$ cat src/rtl/alarm_clock_pkg.sv
// Shared alarm-clock constants: the NOKEY code the controller expects,
// keypad matrix positions and the (row,col) to key-code lookup.
package alarm_clock_pkg;

  localparam logic [3:0] NOKEY = 4'd10;

  // Matrix positions are numbered row*3 + col, row 0 = top row
  localparam logic [3:0] KEY_STAR_POS = 4'd9;
  localparam logic [3:0] KEY_ZERO_POS = 4'd10;
  localparam logic [3:0] KEY_HASH_POS = 4'd11;

  function automatic logic [3:0] key_code(input logic [1:0] row, input logic [1:0] col);
    logic [3:0] pos;
    pos = {2'b00, row} * 4'd3 + {2'b00, col};
    if (pos == KEY_STAR_POS || pos == KEY_HASH_POS)
      return NOKEY;
    else if (pos == KEY_ZERO_POS)
      return 4'd0;
    else if (pos < 4'd9)
      return pos + 4'd1;
    else
      return NOKEY;
  endfunction

  function automatic logic [2:0] col_drive(input logic [1:0] idx);
    case (idx)
      2'd0:    return 3'b110;
      2'd1:    return 3'b101;
      default: return 3'b011;
    endcase
  endfunction

endpackage

$ cat src/rtl/sync_2ff.sv
// Two-flop synchroniser for asynchronous level inputs; resets to RESET_VAL
// so idle pulled-up lines read inactive straight out of reset.
module sync_2ff #(
  parameter int WIDTH = 4,
  parameter logic [WIDTH-1:0] RESET_VAL = '1
) (
  input  logic             clock,
  input  logic             reset,
  input  logic [WIDTH-1:0] d,
  output logic [WIDTH-1:0] q
);

  logic [WIDTH-1:0] meta_reg;
  logic [WIDTH-1:0] sync_reg;

  always_ff @(posedge clock) begin
    if (reset) begin
      meta_reg <= RESET_VAL;
      sync_reg <= RESET_VAL;
    end else begin
      meta_reg <= d;
      sync_reg <= meta_reg;
    end
  end

  assign q = sync_reg;

endmodule

$ cat src/rtl/keypad_scanner.sv
// 4x3 matrix keypad scanner: column scan, per-frame single-key decode with
// multi-key rejection, and frame-based debounce feeding a registered key code.
module keypad_scanner
  import alarm_clock_pkg::*;
#(
  parameter int SCAN_DIV        = 8,
  parameter int DEBOUNCE_FRAMES = 4
) (
  input  logic       clock,
  input  logic       reset,
  input  logic [3:0] rows_n,
  output logic [2:0] cols_n,
  output logic [3:0] key,
  output logic       key_valid
);

  localparam int DW = $clog2(SCAN_DIV);
  localparam int SW = $clog2(DEBOUNCE_FRAMES);
  localparam logic [DW-1:0] DWELL_LAST = DW'(SCAN_DIV - 1);
  localparam logic [SW-1:0] STAB_MAX   = SW'(DEBOUNCE_FRAMES - 1);

  logic [3:0]    rows_sync;
  logic [DW-1:0] dwell_reg, dwell_next;
  logic [1:0]    col_idx_reg, col_idx_next;
  logic [2:0]    cols_n_reg, cols_n_next;
  logic [1:0]    hit_cnt_reg, hit_cnt_next;
  logic [3:0]    hit_code_reg, hit_code_next;
  logic [3:0]    cand_reg, cand_next;
  logic [SW-1:0] stab_reg, stab_next;
  logic [3:0]    key_reg, key_next;
  logic          key_valid_reg, key_valid_next;

  logic [3:0] row_code [4];
  logic [2:0] col_hits;
  logic [3:0] col_code;
  logic [2:0] hit_sum;
  logic [1:0] merged_cnt;
  logic [3:0] merged_code;
  logic [3:0] raw;
  logic       sample;
  logic       frame_end;

  sync_2ff #(.WIDTH(4), .RESET_VAL(4'hF)) u_rows_sync (
    .clock (clock),
    .reset (reset),
    .d     (rows_n),
    .q     (rows_sync)
  );

  for (genvar gi = 0; gi < 4; gi++) begin : g_row_code
    assign row_code[gi] = key_code(2'(gi), col_idx_reg);
  end

  always_ff @(posedge clock) begin
    if (reset) begin
      dwell_reg     <= '0;
      col_idx_reg   <= 2'd0;
      cols_n_reg    <= 3'b110;
      hit_cnt_reg   <= 2'd0;
      hit_code_reg  <= NOKEY;
      cand_reg      <= NOKEY;
      stab_reg      <= '0;
      key_reg       <= NOKEY;
      key_valid_reg <= 1'b0;
    end else begin
      dwell_reg     <= dwell_next;
      col_idx_reg   <= col_idx_next;
      cols_n_reg    <= cols_n_next;
      hit_cnt_reg   <= hit_cnt_next;
      hit_code_reg  <= hit_code_next;
      cand_reg      <= cand_next;
      stab_reg      <= stab_next;
      key_reg       <= key_next;
      key_valid_reg <= key_valid_next;
    end
  end

  always_comb begin
    col_hits = 3'd0;
    col_code = NOKEY;
    for (int r = 0; r < 4; r++) begin
      if (!rows_sync[r]) begin
        col_hits = col_hits + 3'd1;
        col_code = row_code[r];
      end
    end

    // Hit count saturates at 2: anything beyond one key is a reject anyway
    hit_sum     = {1'b0, hit_cnt_reg} + col_hits;
    merged_cnt  = (hit_sum >= 3'd2) ? 2'd2 : hit_sum[1:0];
    merged_code = (col_hits != 3'd0) ? col_code : hit_code_reg;
    raw         = (merged_cnt == 2'd1) ? merged_code : NOKEY;

    sample    = (dwell_reg == DWELL_LAST);
    frame_end = sample && (col_idx_reg == 2'd2);

    dwell_next     = sample ? '0 : dwell_reg + DW'(1);
    col_idx_next   = col_idx_reg;
    cols_n_next    = cols_n_reg;
    hit_cnt_next   = hit_cnt_reg;
    hit_code_next  = hit_code_reg;
    cand_next      = cand_reg;
    stab_next      = stab_reg;
    key_next       = key_reg;
    key_valid_next = 1'b0;

    if (sample) begin
      col_idx_next = (col_idx_reg == 2'd2) ? 2'd0 : col_idx_reg + 2'd1;
      cols_n_next  = col_drive(col_idx_next);
      if (frame_end) begin
        hit_cnt_next  = 2'd0;
        hit_code_next = NOKEY;
        if (raw != cand_reg) begin
          cand_next = raw;
          stab_next = SW'(1);
        end else begin
          if (stab_reg != STAB_MAX)
            stab_next = stab_reg + SW'(1);
          // Release commits NOKEY through the same path but never pulses key_valid
          if (stab_reg == STAB_MAX && key_reg != cand_reg) begin
            key_next       = cand_reg;
            key_valid_next = (cand_reg != NOKEY);
          end
        end
      end else begin
        hit_cnt_next  = merged_cnt;
        hit_code_next = merged_code;
      end
    end
  end

  assign cols_n    = cols_n_reg;
  assign key       = key_reg;
  assign key_valid = key_valid_reg;

endmodule

$ cat config.mk
export PLATFORM = sky130hd
export DESIGN_NAME = keypad_scanner
export DESIGN_NICKNAME = d
export VERILOG_FILES = /design/src/rtl/alarm_clock_pkg.sv /design/src/rtl/sync_2ff.sv /design/src/rtl/keypad_scanner.sv
export SDC_FILE = /design/constraint.sdc
export NUM_CORES = 1
export LEC_CHECK = 0
export ABC_AREA = 1
export BUFFER_PORTS_ARGS = -buffer_cell sky130_fd_sc_hd__clkbuf_2
export CORE_MARGIN = 10
export CORE_UTILIZATION = 35
export CTS_CLUSTER_DIAMETER = 150
export DETAILED_ROUTE_END_ITERATION = 10
export SYNTH_ARGS = -nofsm -noshare
export SYNTH_HDL_FRONTEND = slang
export SYNTH_SLANG_ARGS = --single-unit
$ cat constraint.sdc
create_clock -name clock -period 4.6 [get_ports clock]
set_clock_uncertainty 0.2 [all_clocks]
set_input_delay 0.46 -clock clock [delete_from_list [all_inputs] [get_ports clock]]
set_output_delay 0.46 -clock clock [all_outputs]
set_load 0.01 [all_outputs]
==> results.toml <==
[run_status]
status = "finished, final reports clean"

[drt]
drt-total-wl_mm = 3.85
num_vias = 1608
detail-route-antenna-nets = 0
drt_iter0_markers = 107
wl_per_cell_um = 11.0
dr.pass1.iters = 4
route.detailed.drc = 0
vias_per_cell = 4.61

[logic_synthesis]
yosysTopAreaCell = "dfxtp_1"
synth_fp_nets = 280
syn_area_um2 = 2010
syn_inst = 259
seq_area_frac_synth = 0.329
synth_top_area_frac = 0.329
yosys_warnings = 0
synth_cell_types = 33
synthTopCellsByArea = "dfxtp_1, nand2_1, ha_1"
ys_seq_elements = 33
postSynthAreaPerCell_um2 = 7.75

[flow_run]
cap_violations = 0

[placement]
place.gp.congestion = 0.827
dp_hpwl_mm = 2.99
io_buffers = 13
dp_cells = 341

[sta]
fmax_mhz = 269
maxSlewHeadroom = 0.576
setup_violations = 0
grt_setup_unrepaired = "false"
setup_tns_ns = 0
slew_violations = 0
tightest_slew_ns = 0.633
hold_violations = 0
finalCritPeriodShare = 0.807
period_minus_slack_ns = 3.71

[cells_and_area]
final_nets = 297
area_delta_synth_final_pct = 12.2
final-seq-area_um2 = 661
multi_input_area_um2 = 1170
final_util = 0.407
drive_above_1_share = 0.220
fill_cells = 587
fin_cells = 349
antennaDiodeCount = 0

[power_and_ir_drop]
p_switching_uw = 157
power_uw = 652
p_comb_frac = 0.113
power_frac_seq = 0.455
p_clk_frac = 0.432
p_int_uw = 495
peakVddDrop_mv = 0.206
p_leak_nw = 1.11
p_sw_frac = 0.241
p_per_area_nw_per_um2 = 289

[clock_tree]
hold_buffers = 0
postCtsResizedCells = 0
cts_tree = "yes"
cts.path.max_buffers = 2
clockRootBuffer = "clkbuf_8"
h-tree-depth = 2
cts_buffers = 5
post_cts_buffers = 0
clkTransAtPathRegs_ns = 0.07
clock-sinks = 33
clk_latency_ns = 0.28

[hold_path]
hold_path_class = "in2reg"

[die]
die_w_um = 95.7
dieArea_um2 = 9160
die_h_um = 95.7
start_util = 0.362
num_rows = 27
core_area_um2 = 5540
ios = 14

[critical_path]
crit_fanout = 9
cp.required_ns = 4.62
timing.critical_path.from_type = "flip-flop"
crit_arrival_ns = 3.73
crit_type = "reg2reg"
cp-end-kind = "flip-flop"

[global_routing]
grt_pass1_vias = 1502
grtUsageTotal = 0.0909
overflow = 0
grt_max_degree = 16
grt_pass1_wl_mm = 6.75
antenna_found_initial = 0
[per-stage QoR]
stage | hold slack [ns] | setup WS (ns) | cell area [um2]
after detailed placement | 0.195 | 0.911 | 2140
after global routing | 0.154 | 0.543 | 2250
after CTS | 0.150 | 0.890 | 2250
after floorplan | 0.189 | 1.17 | 2010
final | 0.151 | 0.888 | 2250
after global placement | 0.192 | 0.974 | 2140
[cell families after synthesis]
family / after synthesis / share of synthesized area
fa+ha+maj: 15 / 0.0973
simple gates: 144 / 0.388
xor+xnor: 5 / 0.0218
flops: 33 / 0.329
compound gates: 23 / 0.0767
buf+inv: 39 / 0.0867
[cells in the mapped netlist, drive strengths merged]
cell	count
inv	35
nand3	25
fa	1
nor2	28
clkbuf	1
ha	14
nor3	1
dfxtp	33
a21oi	10
or2	9
o21a	1
a32o	4
o21ai	4
nand2	73
nand4	6
buf	2
a41oi	1
xnor2	5
o21bai	1
clkinv	1
nand3b	2
o41ai	1
o211ai	1
[cell type report]
cell class / count / area share
Clock inverter: 1 / 0.0133
Clock buffer: 7 / 0.0383
Tap cell: 72 / 0.0400
Timing Repair Buffer: 13 / 0.0289
Multi-Input combinational cell: 187 / 0.521
Inverter: 36 / 0.0656
Sequential cell: 33 / 0.293
[power groups by stage]
stage               combinational (mW)  clock [mW]  sequential [mW]
floorplan                       0.0633           0            0.301
global placement                0.0725           0            0.303
detailed placement              0.0739           0            0.303
CTS                             0.0743       0.287            0.297
global route                    0.0837       0.303            0.297
finish                          0.0734       0.282            0.297
[layer usage]
metal | GRT usage | wire (um) | share of wire
met4 | 0.0455 | 54 | 0.014
met3 | 0.0210 | 109 | 0.028
met5 | 0 | 0 | 0
met2 | 0.146 | 1780 | 0.46
met1 | 0.112 | 1910 | 0.49
[critical path, stage by stage, from the launching register on]
cell and delay, ns:
dfxtp_1 0.42, inv_1 0.10, ha_1 0.37, inv_1 0.07, nand2_1 0.11, nand2_1 0.06, ha_1 0.28, or2_1 0.21
nand2_2 0.16, inv_1 0.08, fa_1 0.44, inv_1 0.10, nand3_4 0.11, nor2_8 0.16, nand2_1 0.09, nand2_1 0.06
nand2_1 0.07, nor2_4 0.18, nand2_4 0.11, nand2_4 0.09, nand2_1 0.05, a21oi_1 0.11
[final timing paths]
kind                                                          from                                  to  slack, ns  cells past startpoint
worst max-delay path                   u_rows_sync.q[1]$_SDFF_PP1_            cand_reg[2]$_SDFFE_PP0P_       0.89                     21
worst max register to register         u_rows_sync.q[1]$_SDFF_PP1_            cand_reg[2]$_SDFFE_PP0P_       0.89                     21
worst min-delay path                                     rows_n[2]  u_rows_sync.meta_reg[2]$_SDFF_PP1_       0.15                      2
worst min register to register  u_rows_sync.meta_reg[0]$_SDFF_PP1_         u_rows_sync.q[0]$_SDFF_PP1_       0.21                      1
[cell usage in the layout (no fill, tap or decap), types with 2 or more instances in the layout]
master / instances
dfxtp_1: 33
nand3_4: 3
inv_2: 2
a32o_1: 4
nand2_1: 55
xnor2_1: 5
nor2_1: 24
nand3_1: 18
nand3_2: 4
nor2_4: 2
nand2_2: 13
or2_2: 8
o21ai_0: 4
nand3b_1: 2
ha_1: 14
clkbuf_8: 6
nand2_4: 5
nand4_1: 6
inv_1: 33
a21oi_1: 9
clkbuf_2: 13
No activity file was read; power rests on OpenSTA's default activity.
